File: config.mk
export PLATFORM = sky130hd
export DESIGN_NAME = mst_ch_sched
export DESIGN_NICKNAME = d
export VERILOG_FILES = /design/src/rtl/mst_ch_sched.sv
export SDC_FILE = /design/constraint.sdc
export NUM_CORES = 1
export LEC_CHECK = 0
export ABC_AREA = 1
export CORE_ASPECT_RATIO = 0.8
export CORE_MARGIN = 10
export CORE_UTILIZATION = 54
export DETAILED_ROUTE_END_ITERATION = 16
export PLACE_DENSITY_LB_ADDON = 0.08
export SYNTH_ARGS = -nofsm -noshare
export SYNTH_HDL_FRONTEND = slang
export SYNTH_SLANG_ARGS = --single-unit
File: constraint.sdc
create_clock -name clk -period 5.55 [get_ports clk]
set_clock_uncertainty 0.2 [all_clocks]
set_input_delay 1.665 -clock clk [delete_from_list [all_inputs] [get_ports clk]]
set_output_delay 1.665 -clock clk [all_outputs]
set_load 0.03 [all_outputs]
File: src/rtl/mst_ch_sched.sv
// Round-robin burst scheduler for FT60x channels: IDLE -> ARB -> GRANT -> BUSY.
// Optional per-channel completed-burst counters (grt_cnt) when MST_SCHED_STAT_EN is defined.
module mst_ch_sched #(
  parameter int CNT_CHANNLS = 4,
  parameter int BURST_MAX   = 256
) (
  input  logic                           clk,
  input  logic                           rst,
  input  logic                           mltcn,
  input  logic [CNT_CHANNLS-1:0]         ch_nempt,
  input  logic                           txe_n,
  input  logic                           sched_req,
  input  logic                           grt_ack,
  input  logic                           word_stb,
  output logic                           grt_vld,
  output logic [$clog2(CNT_CHANNLS)-1:0] grt_chn,
  output logic [CNT_CHANNLS-1:0]         grt_oh,
  output logic                           burst_end,
  output logic [11:0]                    burst_len
`ifdef MST_SCHED_STAT_EN
  , output logic [CNT_CHANNLS*16-1:0]    grt_cnt
`endif
);

  localparam int CW = $clog2(CNT_CHANNLS);
  localparam logic [11:0] BMAX = 12'(BURST_MAX);

  localparam logic [1:0] IDLE  = 2'd0;
  localparam logic [1:0] ARB   = 2'd1;
  localparam logic [1:0] GRANT = 2'd2;
  localparam logic [1:0] BUSY  = 2'd3;

  logic [1:0]             state;
  logic [CW-1:0]          last_chn;
  logic [CW-1:0]          arb_chn;
  logic [CW-1:0]          idx;
  logic                   arb_hit;
  logic [11:0]            word_cnt;
  logic [11:0]            cnt_next;
  logic [CNT_CHANNLS-1:0] elig;
  logic                   chn_nempt;
  logic                   busy_done;

  assign elig = mltcn ? ch_nempt : {{(CNT_CHANNLS-1){1'b0}}, ch_nempt[0]};

  // Search upward from last_chn+1; offset CNT_CHANNLS wraps back onto last_chn itself.
  always_comb begin
    arb_chn = '0;
    arb_hit = 1'b0;
    idx     = '0;
    for (int i = 1; i <= CNT_CHANNLS; i++) begin
      idx = last_chn + CW'(i);
      if (!arb_hit && elig[idx]) begin
        arb_chn = idx;
        arb_hit = 1'b1;
      end
    end
  end

  assign chn_nempt = ch_nempt[grt_chn];
  assign cnt_next  = (word_stb && word_cnt != BMAX) ? word_cnt + 12'd1 : word_cnt;
  assign busy_done = (cnt_next == BMAX) || !chn_nempt || txe_n;

  assign grt_vld   = (state == GRANT) || (state == BUSY);
  assign grt_oh    = grt_vld ? (CNT_CHANNLS'(1) << grt_chn) : '0;
  assign burst_end = (state == BUSY) && busy_done;
  assign burst_len = burst_end ? cnt_next : 12'd0;

  always_ff @(posedge clk or posedge rst) begin
    if (rst) begin
      state    <= IDLE;
      grt_chn  <= '0;
      last_chn <= CW'(CNT_CHANNLS - 1);
      word_cnt <= '0;
    end else begin
      case (state)
        IDLE: begin
          word_cnt <= '0;
          if (sched_req && !txe_n && (|elig)) state <= ARB;
        end
        ARB: begin
          if (arb_hit) begin
            grt_chn <= arb_chn;
            state   <= GRANT;
          end else begin
            state <= IDLE;
          end
        end
        GRANT: begin
          word_cnt <= '0;
          if (!chn_nempt)   state <= IDLE;
          else if (grt_ack) state <= BUSY;
        end
        BUSY: begin
          if (busy_done) begin
            last_chn <= grt_chn;
            word_cnt <= '0;
            state    <= IDLE;
          end else begin
            word_cnt <= cnt_next;
          end
        end
        default: state <= IDLE;
      endcase
    end
  end

`ifdef MST_SCHED_STAT_EN
  always_ff @(posedge clk or posedge rst) begin
    if (rst) begin
      grt_cnt <= '0;
    end else if (burst_end) begin
      for (int c = 0; c < CNT_CHANNLS; c++) begin
        if (grt_chn == CW'(c) && grt_cnt[c*16 +: 16] != 16'hFFFF)
          grt_cnt[c*16 +: 16] <= grt_cnt[c*16 +: 16] + 16'd1;
      end
    end
  end
`endif

endmodule
==> load_flow_metrics.sql <==
INSERT INTO impl_metrics (metric_group, metric, value, unit) VALUES
('sta', 'timing.final.setup_violations', '0', ''),
('synthesis', 'synth_area_leaders', 'sky130_fd_sc_hd__dfrtp_1 28%, sky130_fd_sc_hd__nand2_1 16%, sky130_fd_sc_hd__nor2_1 9.0%', ''),
('synthesis', 'synth.net_count', '231', ''),
('layout', 'sequential_standard_cell_area', '453', 'um^2'),
('critical_path', 'cp_max_fo', '14', ''),
('clock_tree', 'root_buffer', 'sky130_fd_sc_hd__clkbuf_4', ''),
('die', 'core.rowCount', '16', ''),
('outcome', 'status', 'finished clean', ''),
('grt', 'grt_max_degree', '19', ''),
('grt', 'initial_antenna_violation_count', '0', ''),
('critical_path', 'startpoint_type', 'primary input', ''),
('die', 'dieHeight', '65.9', 'um'),
('sta', 'slew_headroom', '53.6', '%'),
('layout', 'layout.cell_area.non_filler', '1850', 'um^2'),
('critical_path', 'slack_of_the_worst_reg_to_reg_path', '3.13', 'ns'),
('synthesis', 'ys_seq_area_share', '31.8', '%'),
('routing', 'routed_wire_length_per_instance', '12.4', 'um'),
('clock_tree', 'postCtsHoldBufs', '0', ''),
('synthesis', 'synth-compound-area-share', '12.4', '%'),
('synthesis', 'mappedNetlistArea', '1420', 'um^2'),
('die', 'design.portCount', '31', ''),
('pwr', 'power.clock.fraction', '14.2', '%'),
('synthesis', 'synthMuxAreaShare', '0', '%'),
('clock_tree', 'clock_sink_count', '18', ''),
('synthesis', 'number_of_distinct_library_cell_variants_in_the_gate_level_netlist_after_synthesis', '29', ''),
('grt', 'grt_pass1_wl', '5.93', 'mm'),
('synthesis', 'number_of_flops_mapped_to_enable_cells_by_yosys', '0', ''),
('layout', 'final_nets', '274', ''),
('pwr', 'max-vdd-ir-drop', '0.276', 'mV'),
('clock_tree', 'cts.clk_slew.worst_paths', '0.10', 'ns'),
('clock_tree', 'tritoncts.num_buffers', '3', ''),
('clock_tree', 'clk_path_buf_depth', '2', ''),
('pwr', 'power.total', '0.575', 'mW'),
('sta', 'hold_slack', '0.323', 'ns'),
('grt', 'grt_usage', '13.7', '%'),
('synthesis', 'largest_family_of_logic_cells_by_synthesized_area', 'simple AND/OR/NAND/NOR gates', ''),
('layout', 'final_util', '74.6', '%'),
('clock_tree', 'clkLatencyLatePin', '0.30', 'ns'),
('pwr', 'pwr-share-comb', '54.3', '%'),
('placement', 'post-dp-hpwl', '2.89', 'mm'),
('synthesis', 'post_synthesis_share_of_cell_area_spent_on_xor_and_xnor_gates', '5.45', '%'),
('placement', 'gp_congestion', '0.840', ''),
('synthesis', 'post_synth_and_or_nand_nor_area_fraction', '39.3', '%'),
('synthesis', 'synth-async-reset-ratio', '100', '%'),
('die', 'die_width', '77.4', 'um'),
('sta', 'count_of_pins_over_their_slew_limit', '0', ''),
('hold_path', 'hold_path.class', 'register to register', ''),
('layout', 'multi_input_comb_area', '856', 'um^2'),
('placement', 'numPortBuffers', '30', ''),
('synthesis', 'synthDominantCellAreaShare', '28.1', '%'),
('synthesis', 'synth_flop_cell', 'sky130_fd_sc_hd__dfrtp_1', ''),
('grt', 'number_of_global_route_vias_before_repair', '1293', ''),
('critical_path', 'crit-reg2reg-launch', 'word_cnt[0]', ''),
('critical_path', 'worst_r2r_endpoint', 'state[1]', ''),
('synthesis', 'synth_warnings', '0', ''),
('placement', 'dpl.cell_count', '291', ''),
('die', 'floorplan.initialDensity', '57.3', '%'),
('routing', 'post-route-drc-count', '0', ''),
('sta', 'timing.final.crit_share', '92.4', '%'),
('sta', 'fin_setup_tns', '0', 'ns'),
('routing', 'via_count', '1523', ''),
('critical_path', 'worst-r2r-cell-count', '16', ''),
('sta', 'maxClockFrequency', '195', 'MHz'),
('sta', 'worstMarginPinSlew', '0.695', 'ns'),
('synthesis', 'synth_area_leader_cell', 'sky130_fd_sc_hd__dfrtp_1', ''),
('grt', 'gr-total-overflow', '0', ''),
('clock_tree', 'cts_tree', 'yes', ''),
('synthesis', 'synthAdderAreaFrac', '1.76', '%'),
('routing', 'drt_iter0_markers', '107', ''),
('pwr', 'p_sw_share', '46.9', '%'),
('critical_path', 'crit_end', 'burst_len[6]', '');
==> state kept, by name (all words and copies together) (netlist names) <==
register  cells
word_cnt     12
grt_chn       2
last_chn      2
state         2
==> routing by layer <==
layer,wire (um),track usage (%),part of all wire [%],vias up
met5,0,0,0,-
met2,1480,19.3,40,56
met1,1900,20.3,52,674
met4,14,1.36,0.38,0
met3,266,4.35,7.3,4
li1,-,-,-,789
==> critical path, stage by stage <==
cell                             delay (ns)
sky130_fd_sc_hd__dlymetal6s2s_1        0.17
sky130_fd_sc_hd__nand2_1               0.12
sky130_fd_sc_hd__nor2_4                0.15
sky130_fd_sc_hd__buf_4                 0.14
sky130_fd_sc_hd__xor2_2                0.15
sky130_fd_sc_hd__nand3_1               0.09
sky130_fd_sc_hd__nor2_1                0.13
sky130_fd_sc_hd__nand3_2               0.09
sky130_fd_sc_hd__nand2_2               0.08
sky130_fd_sc_hd__nand2_4               0.12
sky130_fd_sc_hd__nor2_1                0.15
sky130_fd_sc_hd__buf_4                 0.19
==> timing repair <==
action / 4_1_cts / 5_1_grt
hold endpoints to repair: 0 / 0
setup endpoints to repair: 0 / 13
resized for setup: 0 / 4
buffers inserted: 0 / 1
==> synth_stat cells, types with 2 or more instances <==
library cell and instances:
sky130_fd_sc_hd__nand2_1 61, sky130_fd_sc_hd__nor2_1 34, sky130_fd_sc_hd__inv_1 28, sky130_fd_sc_hd__o21ai_0 17, sky130_fd_sc_hd__dfrtp_1 16, sky130_fd_sc_hd__nand3_1 11
sky130_fd_sc_hd__o22ai_1 9, sky130_fd_sc_hd__xor2_1 6, sky130_fd_sc_hd__nor3_1 5, sky130_fd_sc_hd__a21oi_1 4, sky130_fd_sc_hd__nand3_2 3, sky130_fd_sc_hd__dfstp_2 2
sky130_fd_sc_hd__ha_1 2, sky130_fd_sc_hd__nand3b_1 2, sky130_fd_sc_hd__nand4_1 2, sky130_fd_sc_hd__nor2_2 2, sky130_fd_sc_hd__nor2_4 2
==> cells by family (layout without fill, tap and decap cells) <==
logic type,after synthesis,after routing
simple gates,126,126
compound gates,32,32
flops,18,18
xor+xnor,8,8
fa+ha+maj,2,2
buf+inv,32,74
==> worst min path at each step <==
stage | end
finish | last_chn[1]
global route | last_chn[1]
CTS | last_chn[1]
detailed placement | last_chn[1]
global placement | last_chn[1]
floorplan | last_chn[1]
==> power by group through the flow <==
stage          registers [mW]  clock network, mW  logic [mW]
6_report                0.181             0.0817       0.312
5_1_grt                 0.185             0.0896       0.350
2_1_floorplan           0.192                  0       0.216
4_1_cts                 0.181             0.0833       0.311
3_3_place_gp            0.183                  0       0.308
3_5_place_dp            0.183                  0       0.310
==> cell type report <==
cell class	instances	share of cell area, %
clock buffer	4	1.96
tap	36	2.43
timing repair buffer	41	19.1
sequential	18	24.5
multi-input combinational	168	46.2
inverter	29	5.88
==> cells in the final DEF (no fill, tap or decap), drive strengths merged <==
cell type and count:
a21oi 5, o22ai 9, nand4 2, clkbuf 4, and2 1, nand3b 2
dfstp 2, xor2 7, nand3 14, buf 24, nor3 5, o21ai 17
dlymetal6s2s 1, nor2 38, or2 1, a31oi 1, clkdlybuf4s50 16, dfrtp 16
nand2 63, xnor2 1, inv 28, clkinv 1, ha 2
No activity file was read; power rests on OpenSTA's default activity.
